[src/rtl/byte_encode.sv]
// Streaming ByteEncode_d: packs NUM_COEFFS d-bit coefficients LSB-first into bytes; optional BYTE_ENCODE_RANGE_CHECK_EN adds sticky err_o.
// Latency: byte valid the cycle after the coefficient that completes it; coefficient intake stalls while a full byte is pending.
module byte_encode #(
   parameter int D          = 12,
   parameter int NUM_COEFFS = 256
) (
   input  logic        clk,
   input  logic        rst,
   input  logic [11:0] coeff_i,
   input  logic        coeff_valid_i,
   output logic        coeff_ready_o,
   output logic [7:0]  byte_o,
   output logic        byte_valid_o,
   input  logic        byte_ready_i,
   output logic        byte_last_o,
   output logic        done_o
`ifdef BYTE_ENCODE_RANGE_CHECK_EN
   ,
   output logic        err_o
`endif
);

   localparam int NBYTES = NUM_COEFFS * D / 8;
   localparam int BW     = (NBYTES > 2) ? $clog2(NBYTES) : 1;

   typedef enum logic [1:0] {FILL, DRAIN, DONE} state_t;

   state_t          state, state_n;
   logic [19:0]     acc, acc_n;
   logic [4:0]      cnt, cnt_n;
   logic [8:0]      ccnt, ccnt_n;
   logic [BW-1:0]   bcnt, bcnt_n;
   logic [19:0]     cin;
   logic            coeff_hs, byte_hs;

   assign cin           = 20'(coeff_i[D-1:0]);
   assign coeff_ready_o = (state == FILL) && (cnt < 5'd8);
   assign byte_valid_o  = (cnt >= 5'd8);
   assign byte_o        = acc[7:0];
   assign byte_last_o   = byte_valid_o && (bcnt == BW'(NBYTES - 1));
   assign done_o        = (state == DONE);
   assign coeff_hs      = coeff_valid_i && coeff_ready_o;
   assign byte_hs       = byte_valid_o && byte_ready_i;

   always_ff @(posedge clk or posedge rst) begin
      if (rst) begin
         state <= FILL;
         acc   <= '0;
         cnt   <= '0;
         ccnt  <= '0;
         bcnt  <= '0;
      end else begin
         state <= state_n;
         acc   <= acc_n;
         cnt   <= cnt_n;
         ccnt  <= ccnt_n;
         bcnt  <= bcnt_n;
      end
   end

   // coeff_ready needs cnt < 8 and byte_valid needs cnt >= 8, so at most one handshake fires
   always_comb begin
      state_n = state;
      acc_n   = acc;
      cnt_n   = cnt;
      ccnt_n  = ccnt;
      bcnt_n  = bcnt;
      if (state == DONE) begin
         state_n = FILL;
         acc_n   = '0;
         cnt_n   = '0;
         ccnt_n  = '0;
         bcnt_n  = '0;
      end else if (coeff_hs) begin
         acc_n  = acc | (cin << cnt);
         cnt_n  = cnt + 5'(D);
         ccnt_n = ccnt + 9'd1;
         if (ccnt == 9'(NUM_COEFFS - 1))
            state_n = DRAIN;
      end else if (byte_hs) begin
         acc_n  = acc >> 8;
         cnt_n  = cnt - 5'd8;
         bcnt_n = bcnt + BW'(1);
         if (state == DRAIN && cnt == 5'd8)
            state_n = DONE;
      end
   end

`ifdef BYTE_ENCODE_RANGE_CHECK_EN
   localparam logic [12:0] LIMIT = (D == 12) ? 13'd3329 : 13'(1 << D);

   always_ff @(posedge clk or posedge rst) begin
      if (rst)
         err_o <= 1'b0;
      else if (coeff_hs && ({1'b0, coeff_i} >= LIMIT))
         err_o <= 1'b1;
   end
`endif

endmodule

[config.mk]
export PLATFORM = sky130hd
export DESIGN_NAME = byte_encode
export DESIGN_NICKNAME = d
export VERILOG_FILES = /design/src/rtl/byte_encode.sv
export SDC_FILE = /design/constraint.sdc
export NUM_CORES = 1
export LEC_CHECK = 0
export ABC_CLOCK_PERIOD_IN_PS = 2500
export BUFFER_PORTS_ARGS = -buffer_cell sky130_fd_sc_hd__buf_2
export CAP_MARGIN = 20
export CELL_PAD_IN_SITES_DETAIL_PLACEMENT = 1
export CELL_PAD_IN_SITES_GLOBAL_PLACEMENT = 1
export CORE_ASPECT_RATIO = 1.2
export CORE_MARGIN = 3
export CORE_UTILIZATION = 45
export CTS_CLUSTER_SIZE = 24
export DETAILED_ROUTE_END_ITERATION = 7
export PLACE_DENSITY_LB_ADDON = 0.3
export REMOVE_ABC_BUFFERS = 1
export SYNTH_ARGS = -nofsm -noshare
export SYNTH_HDL_FRONTEND = slang
export SYNTH_SLANG_ARGS = --single-unit
[constraint.sdc]
create_clock -name clk -period 2.5 [get_ports clk]
set_input_delay 0.25 -clock clk [delete_from_list [all_inputs] [get_ports clk]]
set_output_delay 0.25 -clock clk [all_outputs]
set_load 0.02 [all_outputs]
==> results.md, run 1 <==
- Syn_area_per_cell: 9.39 um^2
- RSZ-0062 raised after global routing: false
- Hpwl dp: 4.77 mm
- Clock Power Share: 15.1%
- Pre-Repair DR Iteration Count: 4
- Initial DRC count: 70
- Vias in the first global route: 2179
- DRT Wirelength: 6.42 mm
- Multi-input logic area: 1170 um^2
- Diodes inserted: 0
- Reg2reg start: cnt[3]
- Main synth FF type: dfrtp_1
- Die Ht: 86.7 um
- Peak Freq: 488 MHz
- Die ar.: 6350 um^2
- Post-synthesis sequential area ratio: 44.1%
- CTS tree: yes
- WL/cell: 18.5 um
- Placement row count: 28
- Final Setup Violations: 0
- Slew Limit Headroom: 57.0%
- Clock skew: 0.0103 ns
- I/O Buffers: 27
- H-tree Lvls: 2
- Critical Path End: bcnt[1]
- Area contributors post-synth: dfrtp_1 (44%), a21oi_1 (5.7%), o2bb2ai_1 (4.3%), o21ai_0 (3.3%), ha_1 (3.1%)
- Setup_tns: 0 ns
- Critical path startpoint category: flop
- Hold Slack: 0.270 ns
- Critical Path AT: 2.23 ns
- RR Endpoint: bcnt[1]
- First-pass GRT wire length: 11.0 mm
- GRT Total Usage: 22.6%
- Pwr Density: 1070 nW/um^2
- Worst-path clk slew: 0.09 ns
- Worst r2r path cells: 7
- Placed Area: 2630 um^2
- Antenna violations before repair: 0
- Congestion Overflow GR: 0
- Finished Layout Cells: 347
- Total net switching power: 1260 uW
- Final ANT Viol Nets: 0
- Flop pwr share: 37.2%
- Fill count: 604
- Max Cap Viol: 0
- Worst-path fanout max: 17
- Root Driver: clkbuf_8
- Worst skew pair latency: 0.30 ns
- Post-CTS Hold Fix Bufs: 1
- Clock Tree Buf Depth: 2
- Commonest cells post-synth: dfrtp_1 (43), a21oi_1 (28), nor2_1 (18)
- Sw frac: 42.9%
- Via density per instance: 5.91
- Final slew viol count: 0
- Post-layout nets: 308
- Top cell type by total area after synthesis: dfrtp_1
- Required @ worst endpoint: 2.68 ns
- Final Power: 2930 uW
- CORE AREA: 5080 um^2
- Post_cts resized: 0
- TritonCTS buffer count: 5
- CTS sink count: 43
- Number of enable flip-flop cells after synthesis: 0
- Top-count cell post-synth: dfrtp_1
- Yosys reg bits: 43
- Largest net degree at the start of global routing: 25
- Critical path type: reg -> reg
- Post-Synthesis Cells: 260
- Worst vdd ir: 0.000417 V
- Via count: 2050
- Synth warn: 0
- Sequential cell area: 1080 um^2
- Lkg Pwr: 0.00123 uW
- Fin. Hold Viols: 0
- Worst Max-Slew Pin Slew: 0.643 ns
- Setup crit end kind: flop
- CP Launch Point: cnt[3]
- Final instance area: 2730 um^2
- DRC violations left: 0
- Post-synth ARST share: 100%
- Mapped cell area: 2440 um^2
- Int Pwr: 1670 uW
- Yosys cell types: 41
- Post-CTS setup buffer count: 0
- Status: finished, final reports clean
- Chip width: 73.3 um
- Fin crit period: 2.05 ns
- Tightest Hold Check Type: in -> reg
- RePlAce Congestion: 0.796
- Placed cell count: 338
- Layout area overhead: 11.7%
- Layout cells sized above 1: 19.9%
- Initial Util: 48.1%
- Synth top area share: 44.1%
- Comb power frac: 47.7%
- Num ports: 28
- Period utilization: 82.0%
- R2R Setup Slk: 0.45 ns
[stage by stage]
step / utilization (%) / setup WS, ns
after floorplan: - / 0.110
after global placement: 51.4 / 0.559
after detailed placement: 51.8 / 0.482
after CTS: 53.7 / 0.460
after global routing: 53.7 / 0.230
final: 53.7 / 0.450
[registers in the layout (all words and copies together), names as in the netlist]
signal  flops
acc        20
bcnt        9
ccnt        9
cnt         3
state       2
[cells by family (layout without fill, tap and decap cells)]
family | Yosys count | in the layout | synth area share, %
multiplexers | 8 | 8 | 3.48
flip-flops | 43 | 43 | 44.1
XOR/XNOR | 6 | 6 | 2.15
AO/OA/AOI/OAI | 79 | 79 | 21.6
buffers and inverters | 38 | 65 | 7.94
adder cells (fa/ha/maj) | 6 | 6 | 3.07
AND/OR/NAND/NOR | 80 | 80 | 17.7
[area by class of cell]
class	count	share of cell area (%)
Clock inverter	2	0.459
Sequential cell	43	39.4
Multi-Input combinational cell	179	43.0
Clock buffer	6	2.66
Inverter	15	2.06
Timing Repair Buffer	42	9.63
Tap cell	60	2.75
[power by group through the flow]
stage	Combinational (uW)	Clock (uW)	Sequential (uW)
after floorplan	809	0	1180
after global placement	1340	0	1090
after detailed placement	1400	0	1100
after CTS	1410	450	1090
after global routing	1550	485	1120
final	1400	443	1090
[cell usage in the layout (no fill, tap or decap), drive strengths merged, types with 6 or more instances in the layout]
master,netlist,final
dfrtp,43,43
buf,16,41
a21oi,28,28
nor2,18,18
o21ai,16,16
inv,15,14
nand2,12,12
o2bb2ai,12,12
nand2b,10,10
nand3,9,9
o31ai,7,7
ha,6,6
clkbuf,7,6
[routing by layer]
layer	vias to the layer above	share of wire, %	track usage (%)
li1	978	-	-
met1	1022	44	28.7
met2	41	51	37.9
met3	9	3.6	4.29
met4	0	1.6	7.89
met5	-	0	0
[worst min-delay path by stage]
stage | startpoint | endpoint | slack [ns] | cells past startpoint
2_1_floorplan | byte_ready_i | bcnt[0] | 0.42 | 2
3_3_place_gp | rst | bcnt[6] | 0.44 | 2
3_5_place_dp | rst | bcnt[4] | 0.18 | 2
4_1_cts | coeff_i[0] | acc[0] | 0.26 | 3
5_1_grt | coeff_i[3] | acc[3] | 0.30 | 3
6_report | coeff_i[0] | acc[0] | 0.27 | 3
[worst max-delay path, stage by stage, from the launching register on]
cell	delay, ns
dfrtp_1	0.38
buf_4	0.21
ha_1	0.22
nor2b_1	0.17
o21ai_0	0.45
nor3_2	0.12
buf_4	0.18
a32o_1	0.21
(Power assumes the default switching activity.)
==> run 2: changes to the inputs <==
--- a/config.mk
+++ b/config.mk
@@ -5,14 +5,15 @@
 export SDC_FILE = /design/constraint.sdc
 export NUM_CORES = 1
 export LEC_CHECK = 0
-export ABC_CLOCK_PERIOD_IN_PS = 2500
+export ABC_AREA = 1
+export ABC_CLOCK_PERIOD_IN_PS = 1800
 export BUFFER_PORTS_ARGS = -buffer_cell sky130_fd_sc_hd__buf_2
 export CAP_MARGIN = 20
 export CELL_PAD_IN_SITES_DETAIL_PLACEMENT = 1
 export CELL_PAD_IN_SITES_GLOBAL_PLACEMENT = 1
 export CORE_ASPECT_RATIO = 1.2
 export CORE_MARGIN = 3
-export CORE_UTILIZATION = 45
+export CORE_UTILIZATION = 39
 export CTS_CLUSTER_SIZE = 24
 export DETAILED_ROUTE_END_ITERATION = 7
 export PLACE_DENSITY_LB_ADDON = 0.3
==> constraint.sdc (replaced) <==
create_clock -name clk -period 1.8 [get_ports clk]
set_input_delay 0.18 -clock clk [delete_from_list [all_inputs] [get_ports clk]]
set_output_delay 0.18 -clock clk [all_outputs]
set_load 0.02 [all_outputs]
==> run 2 against run 1 <==
Effect of this change:
- sequential share of layout area down 5.2 points
- worst hold slack worse by 0.0087 ns
- non-clock buffer count unchanged
- register-to-register slack lost 0.30 ns
- wire length increased by 15%
- die area up 29%
- setup slack worse by 0.32 ns
- synthesized area rose by 14%
- combinational power is 64% higher
- critical path depth unchanged
- critical path type is now reg -> out
- critical endpoint is now byte_last_o
- largest cell class unchanged
==> results.md, run 2 <==
- Tightest Hold Check Type: in -> reg
- H-tree Lvls: 2 (unchanged)
- Area contributors post-synth: dfrtp_1 (39%), nand2_1 (17%), inv_1 (6.1%), o21ai_0 (4.9%), nand3_1 (4.7%)
- Top flop regs: acc x20, bcnt x9, ccnt x9
- Final ANT Viol Nets: 0 (unchanged)
- Initial Util: 40.4% (-7.7 points)
- Post-Synthesis Cells: 380 (+46%)
- Hold Slack: 0.261 ns (-0.00871 ns)
- Root Driver: clkbuf_8
- Yosys reg bits: 43 (unchanged)
- GRT Total Usage: 19.4% (-3.2 points)
- Num ports: 28 (unchanged)
- Placement row count: 33 (+18%)
- Slew Limit Headroom: 67.9% (+11 points)
- Yosys cell types: 32 (-22%)
- Worst skew pair latency: 0.31 ns (about the same)
- Die Ht: 98.6 um (+14%)
- CTS sink count: 43 (unchanged)
- Required @ worst endpoint: 1.62 ns (-1.06 ns)
- Commonest non-fill, non-tap cell in the layout: nand2_1
- Via density per instance: 4.98 (-16%)
- Hpwl dp: 5.43 mm (+14%)
- RSZ-0062 raised after global routing: false
- Setup crit end kind: output port
- Antenna violations before repair: 0 (unchanged)
- Pre-Repair DR Iteration Count: 4 (unchanged)
- Final Setup Violations: 0 (unchanged)
- Die ar.: 8200 um^2 (+29%)
- Diodes inserted: 0 (unchanged)
- Top cell type by total area after synthesis: dfrtp_1
- Commonest cells post-synth: nand2_1 (127), inv_1 (45), dfrtp_1 (43)
- Top-count cell post-synth: nand2_1
- TritonCTS buffer count: 5 (unchanged)
- DP Worst Slack: 0.132 ns (-0.350 ns)
- CTS tree: yes
- Post-synth ARST share: 100% (unchanged)
- Worst-path clk slew: 0.08 ns (about the same)
- Fin. Hold Viols: 0 (unchanged)
- Main synth FF type: dfrtp_1
- Via count: 2479 (+21%)
- Fin crit period: 1.67 ns
- Number of flip-flops in the largest register: 20 (unchanged)
- Largest Register: acc
- Status: finished, final reports clean
- Chip width: 83.1 um (+14%)
- Mapped cell area: 2790 um^2 (+14%)
- Synth warn: 0 (unchanged)
- Critical path startpoint category: flop
- Multi-input logic area: 1380 um^2 (+17%)
- Fill count: 896 (+48%)
- Clock Tree Buf Depth: 2 (unchanged)
- Vias in the first global route: 2714 (+25%)
- Clock skew: 0.00646 ns (-0.00382 ns)
- Sequential cell area: 1080 um^2 (unchanged)
- WL/cell: 14.8 um (-20%)
- Final slew viol count: 0 (unchanged)
- PnR worst setup slack: 0.133 ns (-0.317 ns)
- RePlAce Congestion: 0.784 (-1.5%)
- Worst vdd ir: 0.000645 V (+55%)
- Commonest non-fill, non-tap cells in the layout: nand2_1 (126), inv_1 (43), dfrtp_1 (43)
- Worst Max-Slew Pin Slew: 0.480 ns (-0.162 ns)
- Layout area overhead: 12.8%
- Setup_tns: 0 ns (unchanged)
- Post-synthesis sequential area ratio: 38.6% (-5.4 points)
- Lkg Pwr: 0.00169 uW (+37%)
- Critical path type: reg -> out
- Congestion Overflow GR: 0 (unchanged)
- Post-layout nets: 432 (+40%)
- Syn_area_per_cell: 7.33 um^2 (-22%)
- CORE AREA: 6900 um^2 (+36%)
- Max Cap Viol: 0 (unchanged)
- Pwr Density: 1520 nW/um^2 (+41%)
- Period utilization: 92.6%
- DRT Wirelength: 7.36 mm (+15%)
- Number of enable flip-flop cells after synthesis: 0 (unchanged)
- Synth top area share: 38.6% (-5.4 points)
- Worst-path fanout max: 3 (-14)
- Layout cells sized above 1: 22.4% (+2.5 points)
- Critical Path AT: 1.49 ns (-0.74 ns)
- Largest net degree at the start of global routing: 26 (+4.0%)
- DRC violations left: 0 (unchanged)
- I/O Buffers: 27 (unchanged)
- Peak Freq: 600 MHz
- First-pass GRT wire length: 12.9 mm (+18%)
- Initial DRC count: 107 (+53%)
run 2: cell count changes after synthesis, sizes merged, moves of 12 or more:
cell,delta
nand2,+132
inv,+33
nand3,+25
a21oi,-21
nor2,+15
o2bb2ai,-12
run 2: cell type report:
| type | count | share of cell area [%] |
|---|---|---|
| Inverter | 48 | 5.97 |
| Clock buffer | 6 | 2.31 |
| Clock inverter | 2 | 1.91 |
| Sequential cell | 43 | 34.2 |
| Tap cell | 87 | 3.46 |
| Multi-Input combinational cell | 270 | 43.8 |
| Timing Repair Buffer | 42 | 8.36 |
run 2: power breakdown:
group	switching, uW	leakage [uW]	internal (uW)
Clock	366	0.0000654	555
Sequential	283	0.000569	1280
Combinational	1460	0.00106	830
Total	2100	0.00169	2660
run 2: path summary, 6_finish.rpt:
path	from	endpoint	slack, ns	cells after the start
max	cnt[2]	byte_last_o	0.13	7
min	coeff_i[9]	acc[13]	0.26	5
max reg2reg	ccnt[0]	state[1]	0.15	11
min reg2reg	acc[9]	acc[9]	0.50	2
max in group asynchronous	rst	acc[7]	0.88	4
min in group asynchronous	rst	ccnt[5]	0.43	3
run 2: repair_timing:
action | in CTS | in global routing
setup buffers | 0 | 2
hold buffers | 1 | 0
resized for setup | 0 | 8
endpoints found under the hold margin | 18 | 0
endpoints found under the setup margin | 0 | 4
run 2: layer usage:
layer	track usage (%)	vias to the layer above	part of all wire, %
met5	0	-	0
met4	6.54	0	1.6
met3	2.93	10	2.8
met2	34.3	34	50
met1	24.0	1199	46
li1	-	1236	-
run 2: logic make-up (layout without fill, tap and decap cells):
kind of cell / count (synthesis) / after routing / share of synthesized area [%]
fa+ha+maj: 6 / 6 / 2.70
flops: 43 / 43 / 38.6
simple gates: 220 / 220 / 37.2
xor+xnor: 1 / 1 / 0.315
compound gates: 43 / 43 / 8.49
buf+inv: 67 / 98 / 12.7
run 2: critical path: stages (launching register included):
cell	delay [ns]
dfrtp_1	0.40
inv_1	0.09
ha_1	0.19
nand2_2	0.07
nand2_2	0.10
nand3_1	0.09
nor2_1	0.09
buf_2	0.17
run 2: through the flow:
stage,power [uW],util [%],cells,area (um^2)
detailed placement,3820,43.0,487,2970
CTS,4770,45.1,496,3110
floorplan,3020,-,361,2620
global route,5190,45.6,498,3140
finish,4770,45.6,498,3140
global placement,3710,43.0,487,2970
==> run 3: changes to the inputs <==
--- a/config.mk
+++ b/config.mk
@@ -6,17 +6,17 @@
 export NUM_CORES = 1
 export LEC_CHECK = 0
 export ABC_AREA = 1
-export ABC_CLOCK_PERIOD_IN_PS = 1800
+export ABC_CLOCK_PERIOD_IN_PS = 1600
 export BUFFER_PORTS_ARGS = -buffer_cell sky130_fd_sc_hd__buf_2
 export CAP_MARGIN = 20
 export CELL_PAD_IN_SITES_DETAIL_PLACEMENT = 1
 export CELL_PAD_IN_SITES_GLOBAL_PLACEMENT = 1
 export CORE_ASPECT_RATIO = 1.2
-export CORE_MARGIN = 3
-export CORE_UTILIZATION = 39
+export CORE_MARGIN = 5
+export CORE_UTILIZATION = 43
 export CTS_CLUSTER_SIZE = 24
 export DETAILED_ROUTE_END_ITERATION = 7
-export PLACE_DENSITY_LB_ADDON = 0.3
+export PLACE_DENSITY = 0.83
 export REMOVE_ABC_BUFFERS = 1
 export SYNTH_ARGS = -nofsm -noshare
 export SYNTH_HDL_FRONTEND = slang
==> constraint.sdc (replaced) <==
create_clock -name clk -period 1.6 [get_ports clk]
set_input_delay 0.16 -clock clk [delete_from_list [all_inputs] [get_ports clk]]
set_output_delay 0.16 -clock clk [all_outputs]
set_load 0.02 [all_outputs]
==> run 3 against run 2 <==
Effect of this change:
- worst hold slack got worse by 0.043 ns
- the run now ends with setup timing left
- critical path type is now reg -> reg
- utilization rose by 7.4 points
- first-iteration DRC count rose by 47%
- critical path depth rose by 4
- combinational power rose by 41%
- global-route usage rose by 0.59 points
- cell count rose by 4.0%
- clock power fell by 21%
- final area rose by 7.2%
- clock skew fell by 0.0026 ns
- via count rose by 8.6%
- register-to-register slack got worse by 0.17 ns
- largest cell class unchanged
==> results.md, run 3 (same netlist as run 2, synthesis figures left out) <==
- Via density per instance: 5.19 (+4.4%)
- CP peak stage delay: 0.37 ns (-0.03 ns)
- RePlAce Congestion: 0.867 (+11%)
- Fin. Hold Viols: 0 (unchanged)
- H-tree Lvls: 2 (unchanged)
- Worst skew pair latency: 0.31 ns (about the same)
- Die ar.: 8190 um^2 (about the same)
- DRT Wirelength: 8.77 mm (+19%)
- Critical Path AT: 1.83 ns (+0.34 ns)
- DRC violations left: 0 (unchanged)
- Post-layout nets: 454 (+5.1%)
- Fin util: 52.9% (+7.4 points)
- Via count: 2691 (+8.6%)
- Final Setup Violations: 5 (+5)
- Die Ht: 98.2 um (-0.42%)
- Clock Tree Buf Depth: 2 (unchanged)
- Congestion Overflow GR: 0 (unchanged)
- Worst Path Buf+Inv: 2 (unchanged)
- Number of flip-flops in the largest register: 20 (unchanged)
- Top flop regs: acc x20, bcnt x9, ccnt x9
- Tightest Hold Check Type: in -> reg
- Failing checks: setup timing
- Critical path startpoint category: flop
- First-pass GRT wire length: 13.4 mm (+3.8%)
- Placement row count: 32 (-3.0%)
- PnR worst setup slack: -0.0192 ns (-0.152 ns)
- Hold Slack: 0.218 ns (-0.0432 ns)
- Finished Layout Cells: 518 (+4.0%)
- Chip width: 83.5 um (+0.39%)
- Worst Max-Slew Pin Slew: 0.314 ns (-0.166 ns)
- Placed Area: 3030 um^2 (+2.1%)
- Pwr Density: 1700 nW/um^2 (+12%)
- Final ANT Viol Nets: 0 (unchanged)
- Lkg Pwr: 0.00180 uW (+6.1%)
- Initial Util: 43.7% (+3.4 points)
- GRT Total Usage: 19.9% (+0.59 points)
- Worst-path fanout max: 3 (unchanged)
- Vias in the first global route: 2864 (+5.5%)
- CP top delay family: simple AND/OR/NAND/NOR gates
- Worst vdd ir: 0.000983 V (+53%)
- Num ports: 28 (unchanged)
- CTS tree: yes
- Peak Freq: 618 MHz
- Max Cap Viol: 0 (unchanged)
- Initial DRC count: 157 (+47%)
- Required @ worst endpoint: 1.81 ns (+0.19 ns)
- Clock skew: 0.00388 ns (-0.00259 ns)
- Setup_tns: -0.0609 ns (-0.0609 ns)
- Placed cell count: 492 (+1.0%)
- TritonCTS buffer count: 5 (unchanged)
- Pre-Repair DR Iteration Count: 4 (unchanged)
- Setup crit end kind: flop
- RSZ-0062 raised after global routing: true
- Slew Limit Headroom: 78.8% (+11 points)
- Status: finished, violations left
- Cell Chain, Critical Path: ha_2 -> nand2_2 -> inv_2 -> nand3_2 -> nor2_2 -> ha_2 -> inv_2 -> nand4_1 -> nand3_1 -> nand2_1 -> nand2_1
- Final instance area: 3370 um^2 (+7.2%)
- CTS sink count: 43 (unchanged)
- Largest net degree at the start of global routing: 44 (+69%)
- Final slew viol count: 0 (unchanged)
- Commonest non-fill, non-tap cell in the layout: nand2_1
- Antenna violations before repair: 0 (unchanged)
- Fin crit period: 1.62 ns
- Commonest non-fill, non-tap cells in the layout: nand2_1 (125), dfrtp_1 (42), inv_1 (38)
- Hpwl dp: 5.56 mm (+2.4%)
- Largest Register: acc
- Critical path type: reg -> reg
- Root Driver: clkbuf_8
- I/O Buffers: 27 (unchanged)
- Worst-path clk slew: 0.09 ns (about the same)
- WL/cell: 16.9 um (+15%)
- Period utilization: 101%
- Slowest cell on crit path: dfrtp_1
- CORE AREA: 6370 um^2 (-7.7%)
- Diodes inserted: 0 (unchanged)
- Layout cells sized above 1: 28.9% (+6.5 points)
- Layout area overhead: 21.0%
run 3: timing repair:
action                     4_1_cts  5_1_grt
hold buffers                     1        0
setup endpoints to repair       24       29
pin swaps                        7        8
hold endpoints to repair        43        0
buffers inserted                 6       11
resized for setup               13       21
run 3: metal layers:
metal	vias to the layer above	wire (um)	track usage, %
met3	18	278	3.12
met2	61	4720	37.3
met1	1327	3550	23.2
met4	0	221	6.06
li1	1285	-	-
met5	-	0	0
run 3: worst min-delay path, stage by stage:
cell and delay (ns):
buf_2 0.10, inv_1 0.05, o211ai_1 0.09, nand2_1 0.06
nand2_1 0.04
run 3: worst paths after layout:
path	start	endpoint	slack [ns]	cells after the start
setup / recovery	ccnt[0]	state[1]	-0.02	11
hold / removal	coeff_i[10]	acc[14]	0.22	5
setup reg to reg	ccnt[0]	state[1]	-0.02	11
hold reg to reg	acc[11]	acc[11]	0.50	2
max in group asynchronous	rst	cnt[3]	0.94	4
min in group asynchronous	rst	ccnt[3]	0.43	4
run 3: where the power goes:
group / switching (uW) / internal (uW)
sequential: 342 / 1440
clock: 432 / 300
combinational: 1930 / 1290
run 3: layout make-up:
cell class                      count  area [um^2]
Fill cell                         828         3000
Clock buffer                        5         68.8
Inverter                           48          193
Clock inverter                      3         15.0
Tap cell                           85          106
Multi-Input combinational cell    270         1440
Sequential cell                    43         1080
Timing Repair Buffer               64          467
run 3: stage by stage:
step	total power [uW]	setup WS [ns]
after global routing	6170	-0.163
after detailed placement	4400	-0.0498
final	5730	-0.0192
after floorplan	3400	-0.155
after CTS	5290	0.00422
after global placement	4270	-0.0113
